$ cat src/rtl/mips_ctrl_pkg.sv
//------------------------------------------------------------------------------
// mips_ctrl_pkg
//
// Purpose : Shared constants for the multicycle MIPS control path. Holds the
//           opcode values decoded by the main control FSM, the 3-bit ALUOp
//           encodings consumed by ALUControl, and the main-control state
//           encodings.
//
// Ports   : none (package).
//
// Config  : MC_BNE_EN -- when defined, OP_BNE is a legal opcode in the main
//           control FSM. The constant is always present here.
//------------------------------------------------------------------------------
package mips_ctrl_pkg;

   // Width of the main-control state register (13 encodings used).
   localparam int STATE_W = 4;

   // Opcode field IR[31:26]
   localparam logic [5:0] OP_RTYPE = 6'b000000;
   localparam logic [5:0] OP_J     = 6'b000010;
   localparam logic [5:0] OP_BEQ   = 6'b000100;
   localparam logic [5:0] OP_BNE   = 6'b000101;
   localparam logic [5:0] OP_ADDI  = 6'b001000;
   localparam logic [5:0] OP_SLTI  = 6'b001010;
   localparam logic [5:0] OP_ANDI  = 6'b001100;
   localparam logic [5:0] OP_ORI   = 6'b001101;
   localparam logic [5:0] OP_LW    = 6'b100011;
   localparam logic [5:0] OP_SW    = 6'b101011;

   // ALUOp encodings shared with ALUControl
   localparam logic [2:0] ALUOP_ADD   = 3'b000;
   localparam logic [2:0] ALUOP_SUB   = 3'b001;
   localparam logic [2:0] ALUOP_FUNCT = 3'b010;
   localparam logic [2:0] ALUOP_AND   = 3'b011;
   localparam logic [2:0] ALUOP_OR    = 3'b110;
   localparam logic [2:0] ALUOP_SLT   = 3'b111;

   // Main control states; encodings 13..15 are unreachable.
   typedef enum logic [STATE_W-1:0] {
      S_IDLE     = 4'd0,
      S_FETCH    = 4'd1,
      S_DECODE   = 4'd2,
      S_MEM_ADDR = 4'd3,
      S_MEM_RD   = 4'd4,
      S_MEM_WB   = 4'd5,
      S_MEM_WR   = 4'd6,
      S_R_EXEC   = 4'd7,
      S_R_WB     = 4'd8,
      S_BRANCH   = 4'd9,
      S_JUMP     = 4'd10,
      S_I_EXEC   = 4'd11,
      S_I_WB     = 4'd12
   } state_t;

endpackage

$ cat src/rtl/multicycle_main_control.sv
//------------------------------------------------------------------------------
// multicycle_main_control
//
// Purpose : Main control FSM of the multicycle MIPS datapath. Steps each
//           instruction through fetch/decode/execute/memory/writeback and
//           drives every datapath enable and mux select plus the ALUOp field
//           handed to ALUControl. Moore outputs decoded from the state
//           register; the stable IR opcode is additionally used in DECODE
//           (next state, IllegalOp), I_EXEC (ALUOp, ZeroExt) and BRANCH
//           (BranchNe, feature only).
//
// Ports   : clk, rst_n (async active-low) ; opcode = IR[31:26]
//           PCWrite, PCWriteCond, BranchNe, PCSource[1:0] -- PC update
//           IorD, MemRead, MemWrite, IRWrite              -- memory / IR
//           MemtoReg, RegDst, RegWrite                    -- register file
//           ALUSrcA, ALUSrcB[1:0], ZeroExt, ALUOp[2:0]    -- ALU operands/op
//           InstrDone  -- final state of each instruction
//           IllegalOp  -- one-cycle pulse in DECODE for unsupported opcode
//
// Config  : MC_BNE_EN -- when defined, bne (000101) shares the BRANCH state
//           with beq and raises BranchNe there. When undefined, BranchNe is
//           tied low and 000101 is treated as an illegal opcode.
//------------------------------------------------------------------------------
module multicycle_main_control
   import mips_ctrl_pkg::*;
#(
   parameter int STATE_W = 4
) (
   input  logic       clk,
   input  logic       rst_n,
   input  logic [5:0] opcode,
   output logic       PCWrite,
   output logic       PCWriteCond,
   output logic       BranchNe,
   output logic       IorD,
   output logic       MemRead,
   output logic       MemWrite,
   output logic       IRWrite,
   output logic       MemtoReg,
   output logic       RegDst,
   output logic       RegWrite,
   output logic       ALUSrcA,
   output logic [1:0] ALUSrcB,
   output logic       ZeroExt,
   output logic [1:0] PCSource,
   output logic [2:0] ALUOp,
   output logic       InstrDone,
   output logic       IllegalOp
);

   logic [STATE_W-1:0] state_q;
   logic [STATE_W-1:0] state_d;

   // State register. Reset aborts any instruction in flight and parks the
   // machine in IDLE, which zeroes every output without waiting for a clock.
   always_ff @(posedge clk or negedge rst_n) begin
      if (!rst_n) begin
         state_q <= S_IDLE;
      end else begin
         state_q <= state_d;
      end
   end

   // Next-state and output decode. Every output defaults to 0 so each state
   // only lists what it asserts; unused encodings fall back to IDLE.
   always_comb begin
      state_d     = state_q;
      PCWrite     = 1'b0;
      PCWriteCond = 1'b0;
      BranchNe    = 1'b0;
      IorD        = 1'b0;
      MemRead     = 1'b0;
      MemWrite    = 1'b0;
      IRWrite     = 1'b0;
      MemtoReg    = 1'b0;
      RegDst      = 1'b0;
      RegWrite    = 1'b0;
      ALUSrcA     = 1'b0;
      ALUSrcB     = 2'b00;
      ZeroExt     = 1'b0;
      PCSource    = 2'b00;
      ALUOp       = ALUOP_ADD;
      InstrDone   = 1'b0;
      IllegalOp   = 1'b0;

      case (state_q)
         S_IDLE: begin
            state_d = S_FETCH;
         end

         // Read the instruction and compute PC+4 in the same cycle.
         S_FETCH: begin
            MemRead  = 1'b1;
            IRWrite  = 1'b1;
            PCWrite  = 1'b1;
            ALUSrcB  = 2'b01;
            ALUOp    = ALUOP_ADD;
            PCSource = 2'b00;
            state_d  = S_DECODE;
         end

         // Speculatively compute the branch target while decoding.
         S_DECODE: begin
            ALUSrcB = 2'b11;
            ALUOp   = ALUOP_ADD;
            case (opcode)
               OP_LW, OP_SW:                      state_d = S_MEM_ADDR;
               OP_RTYPE:                          state_d = S_R_EXEC;
               OP_BEQ:                            state_d = S_BRANCH;
`ifdef MC_BNE_EN
               OP_BNE:                            state_d = S_BRANCH;
`endif
               OP_J:                              state_d = S_JUMP;
               OP_ADDI, OP_ANDI, OP_ORI, OP_SLTI: state_d = S_I_EXEC;
               default: begin
                  IllegalOp = 1'b1;
                  state_d   = S_FETCH;
               end
            endcase
         end

         S_MEM_ADDR: begin
            ALUSrcA = 1'b1;
            ALUSrcB = 2'b10;
            ALUOp   = ALUOP_ADD;
            state_d = (opcode == OP_LW) ? S_MEM_RD : S_MEM_WR;
         end

         S_MEM_RD: begin
            MemRead = 1'b1;
            IorD    = 1'b1;
            state_d = S_MEM_WB;
         end

         S_MEM_WB: begin
            RegWrite  = 1'b1;
            MemtoReg  = 1'b1;
            InstrDone = 1'b1;
            state_d   = S_FETCH;
         end

         S_MEM_WR: begin
            MemWrite  = 1'b1;
            IorD      = 1'b1;
            InstrDone = 1'b1;
            state_d   = S_FETCH;
         end

         S_R_EXEC: begin
            ALUSrcA = 1'b1;
            ALUSrcB = 2'b00;
            ALUOp   = ALUOP_FUNCT;
            state_d = S_R_WB;
         end

         S_R_WB: begin
            RegDst    = 1'b1;
            RegWrite  = 1'b1;
            InstrDone = 1'b1;
            state_d   = S_FETCH;
         end

         // Compare A and B by subtraction; PC takes the target computed in
         // DECODE only if the datapath's branch condition holds.
         S_BRANCH: begin
            ALUSrcA     = 1'b1;
            ALUSrcB     = 2'b00;
            ALUOp       = ALUOP_SUB;
            PCWriteCond = 1'b1;
            PCSource    = 2'b01;
            InstrDone   = 1'b1;
`ifdef MC_BNE_EN
            BranchNe    = (opcode == OP_BNE);
`endif
            state_d     = S_FETCH;
         end

         S_JUMP: begin
            PCWrite   = 1'b1;
            PCSource  = 2'b10;
            InstrDone = 1'b1;
            state_d   = S_FETCH;
         end

         // ALU operation follows the immediate opcode; logical immediates
         // use a zero-extended operand.
         S_I_EXEC: begin
            ALUSrcA = 1'b1;
            ALUSrcB = 2'b10;
            case (opcode)
               OP_ANDI: begin
                  ALUOp   = ALUOP_AND;
                  ZeroExt = 1'b1;
               end
               OP_ORI: begin
                  ALUOp   = ALUOP_OR;
                  ZeroExt = 1'b1;
               end
               OP_SLTI: ALUOp = ALUOP_SLT;
               default: ALUOp = ALUOP_ADD;
            endcase
            state_d = S_I_WB;
         end

         S_I_WB: begin
            RegWrite  = 1'b1;
            RegDst    = 1'b0;
            MemtoReg  = 1'b0;
            InstrDone = 1'b1;
            state_d   = S_FETCH;
         end

         default: begin
            state_d = S_IDLE;
         end
      endcase
   end

endmodule

$ cat config.mk
export PLATFORM = sky130hd
export DESIGN_NAME = multicycle_main_control
export DESIGN_NICKNAME = d
export VERILOG_FILES = /design/src/rtl/mips_ctrl_pkg.sv /design/src/rtl/multicycle_main_control.sv
export SDC_FILE = /design/constraint.sdc
export NUM_CORES = 1
export LEC_CHECK = 0
export ABC_CLOCK_PERIOD_IN_PS = 1600
export CORE_MARGIN = 3
export CORE_UTILIZATION = 40
export CTS_CLUSTER_DIAMETER = 100
export CTS_CLUSTER_SIZE = 16
export DETAILED_ROUTE_END_ITERATION = 12
export PLACE_DENSITY_LB_ADDON = 0.3
export SETUP_SLACK_MARGIN = 0.15
export SKIP_CTS_REPAIR_TIMING = 1
export SYNTH_ARGS = -nofsm -noshare
export SYNTH_HDL_FRONTEND = slang
export SYNTH_SLANG_ARGS = --single-unit
$ cat constraint.sdc
create_clock -name clk -period 1.6 [get_ports clk]
set_input_delay 0.4 -clock clk [delete_from_list [all_inputs] [get_ports clk]]
set_output_delay 0.4 -clock clk [all_outputs]
set_load 0.05 [all_outputs]
==> metrics.md, run 1 <==
| Metric | Value |
|---|---|
| Routability cong. | `0.9385` |
| Cells after Synth | `88` |
| EDFF count, synth | `0` |
| Post-synth ARST share | `1.000` |
| Status | `aborted with a tool error` |
| Mapped Avg Cell Area | `7.024 um2` |
| Library cells used by synthesis | `41` |
| Ys flop type | `dfrtp_1` |
| Stop err | `[ERROR DPL-0038] Utilization greater than 100%, impossible to legalize` |
| Cell Area, Synth | `618.1 um2` |
| Die X | `approximately 45 um` |
| # port buffers | `27` |
| Register bit total from synthesis | `4` |
| Stop stage | `detailed placement (3_5_place_dp)` |
| YS warnings | `0` |
| Top-level I/O count | `29` |
| Syn nets | `96` |
| Starting density of the core | `0.4524` |
| Die H | `approximately 45 um` |
| Cell Rows | `13` |
| Register area share after synthesis | `0.1619` |
[cells in the mapped netlist (2+ instances only)]
master | count | area [um2]
nand4_1 | 2 | 12.51
a211oi_1 | 2 | 15.01
buf_4 | 2 | 15.01
nor2b_1 | 5 | 31.28
buf_2 | 5 | 25.02
nand2b_1 | 5 | 31.28
or3_1 | 2 | 12.51
a21boi_0 | 3 | 22.52
dfrtp_1 | 4 | 100.1
nor3_1 | 6 | 30.03
nand2_1 | 3 | 11.26
nor2_1 | 11 | 41.29
nand3_1 | 3 | 15.01
clkbuf_1 | 2 | 7.510
o21ai_0 | 3 | 15.01
a21oi_1 | 4 | 20.02
nor3b_1 | 2 | 15.01
[kinds of logic after synthesis]
logic type	Yosys count	synth area share
DFF	4	0.1619
other	1	0.006067
and+or+nand+nor	47	0.4393
AOI/OAI and AO/OA	23	0.2632
xor gates and xnor gates	2	0.02835
buffers and inverters	11	0.1012
[stage by stage]
| stage | worst slack [ns] | hold slack (ns) |
|---|---|---|
| 3_3_place_gp | -0.6600 | 0.6026 |
| 2_1_floorplan | -0.1687 | 0.1044 |
==> run 2, diff against run 1 <==
Settings changed: CORE_AREA set to 3 3 64 66, CORE_MARGIN 3 to unset, CORE_UTILIZATION 40 to unset, CTS_CLUSTER_DIAMETER 100 to unset, CTS_CLUSTER_SIZE 16 to unset, DIE_AREA set to 0 0 67 69, PLACE_DENSITY_LB_ADDON 0.3 to 0.15, SETUP_SLACK_MARGIN 0.15 to unset.
==> run 2 against run 1 <==
Against the previous run:
- synthesized area did not move
- synthesized cell count did not move
- the flow now finishes, with violations (setup timing)
==> metrics.md, run 2 <==
| Metric | Value |
|---|---|
| Largest cells by area after synthesis | `dfrtp_1 16%, nor2_1 6.7%, nand2b_1 5.1% (unchanged)` |
| Fin crit share | `1.167` |
| Post-route setup TNS | `-3.811 ns` |
| Antenna diodes | `0` |
| CTS clock-pin slew for the worst setup and hold paths | `roughly 0.030 ns` |
| Pre-CTS setup slack | `-0.6968 ns` |
| Most frequent cell after synthesis | `nor2_1 (unchanged)` |
| # port buffers | `27 (unchanged)` |
| Starting density of the core | `0.1701 (was 0.4524)` |
| H-Tree Depth | `1` |
| Routability cong. | `0.9157 (was 0.9385)` |
| R2R Path Start | `state_q[1]` |
| Biggest regs | `state_q: 4 flops` |
| DP HPWL | `~2100 um` |
| Post-DP Area | `1549 um2` |
| Vias per std cell | `4.437` |
| Cell Area, Synth | `618.1 um2 (unchanged)` |
| Die H | `69 um (was 45.31 um)` |
| CP startpoint | `state_q[2]` |
| Clock Tree Buf Depth | `2` |
| Critical Path RT | `1.20 ns` |
| CP Launch Type | `register` |
| RSZ-0062 raised after global routing | `true` |
| Layout Area Growth over Synthesis | `190.7%` |
| Fillers | `roughly 350` |
| Register bit total from synthesis | `4 (unchanged)` |
| Yosys top cell by area | `dfrtp_1 (unchanged)` |
| Status | `finished, violations left (was aborted with a tool error)` |
| Wire length per cell | `13.40 um` |
| Crit path to | `ALUOp[0]` |
| Worst min-delay path category | `in -> async` |
| Share of Yosys cell area claimed by the top area cell type | `0.1619 (unchanged)` |
| Initial antenna violation count | `0` |
| Library cells used by synthesis | `41 (unchanged)` |
| Drt drc | `0` |
| Most flop-heavy register | `state_q` |
| Ys flop type | `dfrtp_1 (unchanged)` |
| Met1 GRT Util | `0.1306` |
| Final Skew | `between 0.003 and 0.004 ns` |
| CTS Buf Count | `3` |
| First-pass GRT wire length | `4195 um` |
| CTS Sinks | `4` |
| Leakage power | `roughly 0.00074 uW` |
| Vias in the first global route | `937` |
| YS warnings | `0 (unchanged)` |
| Most frequent cells in the layout | `34 x buf_4, 21 x buf_12, 6 x nor2_2, 6 x buf_6, 5 x nor2b_4` |
| Vias | `slightly below 900` |
| Final Max Slew Viols | `0` |
| R2R setup slack | `between 0.15 and 0.2 ns` |
| Worst skew pair latency | `roughly 0.21 ns` |
| Cell Rows | `22 (was 13)` |
| Max-cap viol count | `0` |
| Mapped Avg Cell Area | `7.024 um2 (unchanged)` |
| Commonest cells post-synth | `11 x nor2_1, 6 x nor3_1, 5 x buf_2, 5 x nand2b_1, 5 x nor2b_1 (unchanged)` |
| Final hold viol count | `0` |
| Global routing usage on met2 | `0.2107` |
| Final WL | `2666 um` |
| Fmax | `535.8 MHz` |
| Most common cell after layout, fill and taps aside | `buf_4` |
| Register area share after synthesis | `0.1619 (unchanged)` |
| Sequential Area | `roughly 110 um2` |
| Met3 global-route usage | `0.01303` |
| Largest net degree at the start of global routing | `10` |
| Syn nets | `96 (unchanged)` |
| EDFF count, synth | `0 (unchanged)` |
| Fin worst setup slack | `-0.2665 ns` |
| Ratio of cells with drive above 1 in the final layout | `0.7550` |
| Grt peak-use layer | `met2` |
| Die X | `67 um (was 45.31 um)` |
| CORE AREA | `3633 um2` |
| Max VDD drop | `between 0.6 and 0.7 mV` |
| Hold WS | `roughly 0.38 ns` |
| Root Driver | `clkbuf_8` |
| Reg-to-reg endpoint | `state_q[1]` |
| Failing checks | `setup timing` |
| DR pass1 iterations | `4` |
| R2R cell count | `5` |
| CP Max Fanout | `6` |
| Antenna Nets Post-Route | `0` |
| Final setup violation count | `20` |
| GR Overflow Total | `0` |
| Final-stage net count | `~160` |
| Multi-input gate area in the final layout | `748.2 um2` |
| 1st-iter DRT viols | `15` |
| Max FFs per register | `4` |
| Power per Cell Area | `~1900 nW/um2` |
| Top-level I/O count | `29 (unchanged)` |
| Critical path class | `reg -> out` |
| Post-synth ARST share | `1.000 (unchanged)` |
| Arrival time worst endpoint | `around 1.5 ns` |
| Clock period minus worst slack | `approximately 1.9 ns` |
| Total track usage | `0.1152` |
| TritonCTS clock tree | `done` |
| Cells after Synth | `88 (unchanged)` |
| Cell area after layout | `between 1500 and 2000 um2` |
| Setup crit end kind | `output pin` |
| Total die area | `4623 um2` |
## run 2: cell counts after synthesis
Identical to the previous run, type by type.
## run 2: area by class of cell
| type | instances | share of cell area |
|---|---|---|
| clock buffer | 3 | 0.02298 |
| timing repair buffer | 70 | 0.4666 |
| sequential | 4 | 0.05850 |
| inverter | 1 | 0.002089 |
| tap | 48 | 0.03343 |
| multi-input combinational | 73 | 0.4164 |
## run 2: worst max-delay path, cell delays in order (launching register included)
cell,delay (ns)
dfrtp_2,0.46
nand2b_1,0.31
a211oi_4,0.31
buf_12,0.17
## run 2: stage by stage
step | utilization | total power, uW | instances
global placement | 0.4263 | 2900 | 192
global route | 0.4945 | 3664 | 199
detailed placement | 0.4263 | 2927 | 192
CTS | 0.4377 | 3144 | 195
finish | 0.4945 | 3482 | 199
floorplan | - | 1652 | 88
## run 2: routing by layer
layer | up-vias | routed length [um]
li1 | 444 | -
met1 | 416 | 1091
met2 | 21 | 1488
met3 | 2 | 71
met4 | 0 | 14
met5 | - | 0
## run 2: kinds of logic after synthesis
group                     count (synthesis)  synth area share
and+or+nand+nor                          47            0.4393
AOI/OAI and AO/OA                        23            0.2632
buffers and inverters                    11            0.1012
DFF                                       4            0.1619
xor gates and xnor gates                  2           0.02835
other                                     1          0.006067
## run 2: report_power, final
part,switching (uW),total [uW],internal [uW]
Combinational,1520,3040,1520
Clock,46.3,206,160
Sequential,82.0,236,154
Total,1650,3480,1830
## run 2: how the worst min path moves through the flow
stage,start,endpoint,slack [ns],cells after the start
after CTS,rst_n,state_q[2],0.38,1
after global placement,rst_n,state_q[2],0.60,1
after detailed placement,rst_n,state_q[3],0.61,1
after global routing,rst_n,state_q[3],0.40,1
after floorplan,rst_n,state_q[0],0.10,0
final,rst_n,state_q[2],0.38,1
(Power assumes the default switching activity.)
==> run 3, diff against run 2 <==
Settings changed: PLACE_DENSITY_LB_ADDON 0.15 to 0.12.
==> run 3 against run 2 <==
Against the previous run:
- the run still ends with setup timing left
- cell count decreased by 1.5%
- highest routed layer unchanged
- worst hold slack got worse by 0.0070 ns
- critical endpoint is now PCWrite
- combinational power decreased by 6%
==> metrics.md, run 3 (synthesized netlist as in run 2, its figures left out) <==
| Metric | Value |
|---|---|
| Power per Cell Area | `1944 nW/um2 (was 1938 nW/um2)` |
| Most common cell after layout, fill and taps aside | `buf_4 (unchanged)` |
| Total die area | `4623 um2 (unchanged)` |
| Final setup violation count | `20 (unchanged)` |
| Final hold viol count | `0 (unchanged)` |
| Reg-to-reg endpoint | `state_q[1] (unchanged)` |
| Initial antenna violation count | `0 (unchanged)` |
| Worst min-delay path category | `in -> async (unchanged)` |
| Fmax | `528.0 MHz (was 535.8 MHz)` |
| R2R Path Start | `state_q[1] (unchanged)` |
| Final Max Slew Viols | `0 (unchanged)` |
| RSZ-0062 raised after global routing | `true (unchanged)` |
| Worst Path Buf+Inv | `2 (was 1)` |
| Drt drc | `0 (unchanged)` |
| CORE AREA | `3633 um2 (unchanged)` |
| Clock Tree Buf Depth | `2 (unchanged)` |
| Die X | `67 um (unchanged)` |
| Worst-path cell chain | `buf_12 > or3_4 > a21oi_4 > buf_12 (was nand2b_1 > a211oi_4 > buf_12)` |
| Grt peak-use layer | `met2 (unchanged)` |
| Die H | `69 um (unchanged)` |
| Worst skew pair latency | `0.22 ns (was 0.21 ns)` |
| Finished Core Util | `0.4669 (was 0.4945)` |
| First-pass GRT wire length | `3939 um (was 4195 um)` |
| CTS Sinks | `4 (unchanged)` |
| Final Skew | `0.005200 ns (was 0.003323 ns)` |
| Routability cong. | `0.7896 (was 0.9157)` |
| 1st-iter DRT viols | `31 (was 15)` |
| Non-Filler Instances | `196 (was 199)` |
| DR pass1 iterations | `4 (unchanged)` |
| Met1 GRT Util | `0.1206 (was 0.1306)` |
| Max-cap viol count | `0 (unchanged)` |
| Vias in the first global route | `900 (was 937)` |
| Root Driver | `clkbuf_8 (unchanged)` |
| Antenna diodes | `0 (unchanged)` |
| Crit path to | `PCWrite (was ALUOp[0])` |
| Ratio of cells with drive above 1 in the final layout | `0.6892 (was 0.7550)` |
| Global routing usage on met2 | `0.1976 (was 0.2107)` |
| Starting density of the core | `0.1701 (unchanged)` |
| Final WL | `2461 um (was 2666 um)` |
| Critical Path RT | `1.20 ns (about the same)` |
| DP HPWL | `2027 um (was 2109 um)` |
| Fin crit share | `1.184 (was 1.167)` |
| Clock period minus worst slack | `1.894 ns (was 1.866 ns)` |
| R2R cell count | `4 (was 5)` |
| Arrival time worst endpoint | `1.49 ns (was 1.47 ns)` |
| Crit-path max cell delay | `0.42 ns (was 0.46 ns)` |
| Largest net degree at the start of global routing | `12 (was 10)` |
| Wire length per cell | `12.56 um (was 13.40 um)` |
| Slowest-stage cell, CP | `dfrtp_1 (was dfrtp_2)` |
| # port buffers | `27 (unchanged)` |
| Cells after DPL | `190 (was 192)` |
| Status | `finished, violations left (unchanged)` |
| GR Overflow Total | `0 (unchanged)` |
| Crit-path leading delay family | `flip-flops (unchanged)` |
| CTS clock-pin slew for the worst setup and hold paths | `0.03 ns (about the same)` |
| Leakage power | `0.0006828 uW (was 0.0007358 uW)` |
| H-Tree Depth | `1 (unchanged)` |
| Setup crit end kind | `output pin (unchanged)` |
| Total track usage | `0.1089 (was 0.1152)` |
| CP Max Fanout | `11 (was 6)` |
| TritonCTS clock tree | `done (unchanged)` |
| Worst path depth | `4 (was 3)` |
| Final-stage net count | `158 (was 161)` |
| Most frequent cells in the layout | `35 x buf_4, 21 x buf_12, 7 x buf_6 (was 34 x buf_4, 21 x buf_12, 6 x nor2_2, 6 x buf_6, 5 x nor2b_4)` |
| Top-level I/O count | `29 (unchanged)` |
| Cell Rows | `22 (unchanged)` |
| Most used cell, CP | `buf_12` |
| Max VDD drop | `0.5297 mV (was 0.6303 mV)` |
| Antenna Nets Post-Route | `0 (unchanged)` |
| Most flop-heavy register | `state_q (unchanged)` |
| CTS Buf Count | `3 (unchanged)` |
| Fillers | `367 (was 345)` |
| Max FFs per register | `4 (unchanged)` |
| Biggest regs | `state_q: 4 flops (unchanged)` |
| CP Launch Type | `register (unchanged)` |
| Failing checks | `setup timing (unchanged)` |
| Layout Area Growth over Synthesis | `174.5% (was 190.7%)` |
| Critical path class | `reg -> out (unchanged)` |
| Fin worst setup slack | `-0.2939 ns (was -0.2665 ns)` |
| CP startpoint | `state_q[1] (was state_q[2])` |
| Vias | `860 (was 883)` |
| Vias per std cell | `4.388 (was 4.437)` |
| R2R setup slack | `0.19 ns (was 0.16 ns)` |
| Met3 global-route usage | `0.006515 (was 0.01303)` |
run 3: cell count changes in the layout (fill, tap and decap cells not counted), sizes merged:
cell          previous run  this run
dlymetal6s2s             3         2
buf                     65        63
run 3: per-stage QoR:
stage | TNS [ns] | worst slack, ns | total power, uW | hold slack [ns] | instance area, um2
2_1_floorplan | -1.547 | -0.1859 | 1652 | 0.1044 | 795.8
3_3_place_gp | -4.464 | -0.6779 | 2922 | 0.6004 | 1534
3_5_place_dp | -4.653 | -0.7008 | 2948 | 0.6116 | 1534
4_1_cts | -6.901 | -0.6947 | 3172 | 0.3761 | 1575
5_1_grt | -5.338 | -0.3323 | 3460 | 0.3955 | 1697
6_report | -4.065 | -0.2939 | 3297 | 0.3766 | 1697
run 3: worst min-delay path by stage:
stage	slack [ns]	endpoint	cells past startpoint
3_3_place_gp	0.60	state_q[1]	1
5_1_grt	0.40	state_q[3]	1
4_1_cts	0.38	state_q[3]	1
6_report	0.38	state_q[3]	1
3_5_place_dp	0.61	state_q[0]	1
2_1_floorplan	0.10	state_q[0]	0
run 3: report_power, final:
part	internal [uW]	switching [uW]
Sequential	150	71.6
Clock	161	55.5
Combinational	1420	1440
run 3: final cells by class:
type	count	area, um2	area share
Clock buffer	3	41.29	0.02434
Timing Repair Buffer	67	802.0	0.4727
Inverter	1	3.754	0.002212
Tap cell	48	60.06	0.03540
Sequential cell	4	102.6	0.06047
Multi-Input combinational cell	73	686.9	0.4049
run 3: per-layer routing:
layer,vias to the layer above,wire length [um]
met1,399,1006
met4,0,52
met2,21,1346
li1,436,-
met3,4,56
met5,-,0
==> run 4, diff against run 3 <==
Settings changed: SKIP_CTS_REPAIR_TIMING 1 to unset.
==> run 4 against run 3 <==
Against the previous run:
- clock skew is 0.0013 ns lower
- the run still ends with setup timing left
- first-iteration DRC count is 48% lower
- die area unchanged
- total power rose by 12%
- design area up 11%
- largest power group unchanged
- worst setup slack gained 0.011 ns
- critical path type unchanged
- flip-flop and latch count did not move
- sequential power increased by 10%
- via count increased by 5.3%
==> metrics.md, run 4 (synthesized netlist as in run 2, its figures left out) <==
| Metric | Value |
|---|---|
| Worst skew pair latency | `0.22 ns (about the same)` |
| Arrival time worst endpoint | `1.48 ns (was 1.49 ns)` |
| Post-DP Area | `1534 um2 (unchanged)` |
| Combinational share of power | `0.876 (was 0.867)` |
| Antenna diodes | `0 (unchanged)` |
| GR Overflow Total | `0 (unchanged)` |
| R2R cell count | `6 (was 4)` |
| Initial antenna violation count | `0 (unchanged)` |
| CTS clock-pin slew for the worst setup and hold paths | `0.03 ns (about the same)` |
| Total die area | `4623 um2 (unchanged)` |
| Most common cell after layout, fill and taps aside | `buf_4 (unchanged)` |
| H-Tree Depth | `1 (unchanged)` |
| DR pass1 iterations | `3 (was 4)` |
| Drt drc | `0 (unchanged)` |
| Reg-to-reg endpoint | `state_q[3] (was state_q[1])` |
| Antenna Nets Post-Route | `0 (unchanged)` |
| CTS Sinks | `4 (unchanged)` |
| Top-level I/O count | `29 (unchanged)` |
| Clk network pwr share | `0.058 (was 0.066)` |
| First-pass GRT wire length | `4333 um (was 3939 um)` |
| Clock period minus worst slack | `1.883 ns (was 1.894 ns)` |
| Non-Filler Instances | `203 (was 196)` |
| CP Launch Type | `register (unchanged)` |
| Flop pwr share | `0.066 (was 0.067)` |
| Layout Area Growth over Synthesis | `205.3% (was 174.5%)` |
| Ratio of cells with drive above 1 in the final layout | `0.7935 (was 0.6892)` |
| Routability cong. | `0.7896 (unchanged)` |
| Cells after DPL | `190 (unchanged)` |
| Root Driver | `clkbuf_8 (unchanged)` |
| Status | `finished, violations left (unchanged)` |
| Final hold viol count | `0 (unchanged)` |
| Vias per std cell | `4.463 (was 4.388)` |
| Leakage power | `0.0007486 uW (was 0.0006828 uW)` |
| Final WL | `2612 um (was 2461 um)` |
| Die X | `67 um (unchanged)` |
| Final setup violation count | `19 (was 20)` |
| DP HPWL | `2027 um (unchanged)` |
| Final Skew | `0.003900 ns (was 0.005200 ns)` |
| CORE AREA | `3633 um2 (unchanged)` |
| Sw Ratio | `0.4644 (was 0.4761)` |
| Vias in the first global route | `952 (was 900)` |
| Wire length per cell | `12.87 um (was 12.56 um)` |
| Max FFs per register | `4 (unchanged)` |
| Most frequent cells in the layout | `35 x buf_4, 21 x buf_12, 11 x buf_6 (was 35 x buf_4, 21 x buf_12, 7 x buf_6)` |
| Fmax | `531.0 MHz (was 528.0 MHz)` |
| # port buffers | `27 (unchanged)` |
| CTS Buf Count | `3 (unchanged)` |
| R2R setup slack | `0.18 ns (was 0.19 ns)` |
| 1st-iter DRT viols | `16 (was 31)` |
| Fillers | `351 (was 367)` |
| R2R Path Start | `state_q[0] (was state_q[1])` |
| Cell area after layout | `1887 um2 (was 1697 um2)` |
| RSZ-0062 raised after global routing | `true (unchanged)` |
| P_int | `1980 uW (was 1728 uW)` |
| Clock Tree Buf Depth | `2 (unchanged)` |
| Starting density of the core | `0.1701 (unchanged)` |
| Power per Cell Area | `1959 nW/um2 (was 1944 nW/um2)` |
| Max-cap viol count | `0 (unchanged)` |
| Pre-CTS setup slack | `-0.7008 ns (unchanged)` |
| Fin worst setup slack | `-0.2831 ns (was -0.2939 ns)` |
| NetSw | `1717 uW (was 1570 uW)` |
| Die H | `69 um (unchanged)` |
| Setup crit end kind | `output pin (unchanged)` |
| TritonCTS clock tree | `done (unchanged)` |
| Slowest-stage cell, CP | `dfrtp_2 (was dfrtp_1)` |
| Failing checks | `setup timing (unchanged)` |
| Largest net degree at the start of global routing | `10 (was 12)` |
| Worst min-delay path category | `in -> async (unchanged)` |
| Most used cell, CP | `buf_12 (unchanged)` |
| CTS Hold Buffers Added | `0` |
| Fin crit share | `1.177 (was 1.184)` |
| Vias | `906 (was 860)` |
| Biggest regs | `state_q: 4 flops (unchanged)` |
| Final Max Slew Viols | `0 (unchanged)` |
| Worst-path cell chain | `buf_12 > or3_4 > a21oi_4 > buf_12 (unchanged)` |
| Total track usage | `0.1194 (was 0.1089)` |
| CP Max Fanout | `5 (was 11)` |
| Critical path class | `reg -> out (unchanged)` |
| Critical Path RT | `1.20 ns (about the same)` |
| Cell Rows | `22 (unchanged)` |
| Max VDD drop | `0.5380 mV (was 0.5297 mV)` |
| Most flop-heavy register | `state_q (unchanged)` |
| Final-stage net count | `165 (was 158)` |
| Crit-path max cell delay | `0.44 ns (was 0.42 ns)` |
-- run 4: changes by cell type in the layout (fill, tap and decap cells not counted), moves of 3 or more --
cell and delta:
buf_6 +4, nor2b_4 +3, buf_8 +3, nand2b_4 +4
-- run 4: how the worst max path moves through the flow --
stage               start         to  slack (ns)
2_1_floorplan  state_q[3]       IorD       -0.19
3_3_place_gp    opcode[2]   ALUOp[1]       -0.68
3_5_place_dp    opcode[2]  IllegalOp       -0.70
4_1_cts        state_q[1]    PCWrite       -0.26
5_1_grt        state_q[2]    ZeroExt       -0.33
6_report       state_q[1]    PCWrite       -0.28
-- run 4: worst max-delay path: cells and delay by family (launching register included) --
| family | cells | cell delay, ns |
|---|---|---|
| AND/OR/NAND/NOR | 1 | 0.37 |
| AO/OA/AOI/OAI | 1 | 0.15 |
| buffers and inverters | 2 | 0.30 |
| flip-flops | 1 | 0.44 |
-- run 4: per-layer routing --
metal / GRT usage / share of wire / vias to the layer above
li1: - / - / 456
met2: 0.2162 / 0.55 / 24
met5: 0 / 0 / -
met1: 0.1355 / 0.41 / 422
met4: 0.06081 / 0.020 / 0
met3: 0.006515 / 0.025 / 4
-- run 4: what timing repair did --
action | in CTS | in global routing
pin swaps | 14 | 13
endpoints found under the setup margin | 22 | 20
resized for setup | 61 | 30
cloned | 1 | 1
buffers inserted | 2 | 7
-- run 4: power by group through the flow --
stage	sequential, uW	clock [uW]	combinational (uW)
final	244	214	3240
after CTS	231	222	2950
after global routing	251	230	3390
after detailed placement	213	0	2740
after global placement	217	0	2710
after floorplan	180	0	1470
-- run 4: per-stage QoR --
stage	util	hold slack (ns)	setup TNS [ns]	total power, uW
3_3_place_gp	0.4222	0.6004	-4.464	2922
6_report	0.5193	0.3787	-2.926	3697
3_5_place_dp	0.4222	0.6116	-4.653	2948
4_1_cts	0.4694	0.3762	-3.688	3404
2_1_floorplan	-	0.1044	-1.547	1652
5_1_grt	0.5193	0.3958	-3.961	3869
-- run 4: cell type report --
| class | count | area (um2) | share of cell area |
|---|---|---|---|
| Clock buffer | 3 | 41.29 | 0.02188 |
| Inverter | 1 | 3.754 | 0.001989 |
| Multi-Input combinational cell | 73 | 779.5 | 0.4131 |
| Sequential cell | 4 | 105.1 | 0.05570 |
| Tap cell | 48 | 60.06 | 0.03183 |
| Timing Repair Buffer | 74 | 897.1 | 0.4755 |
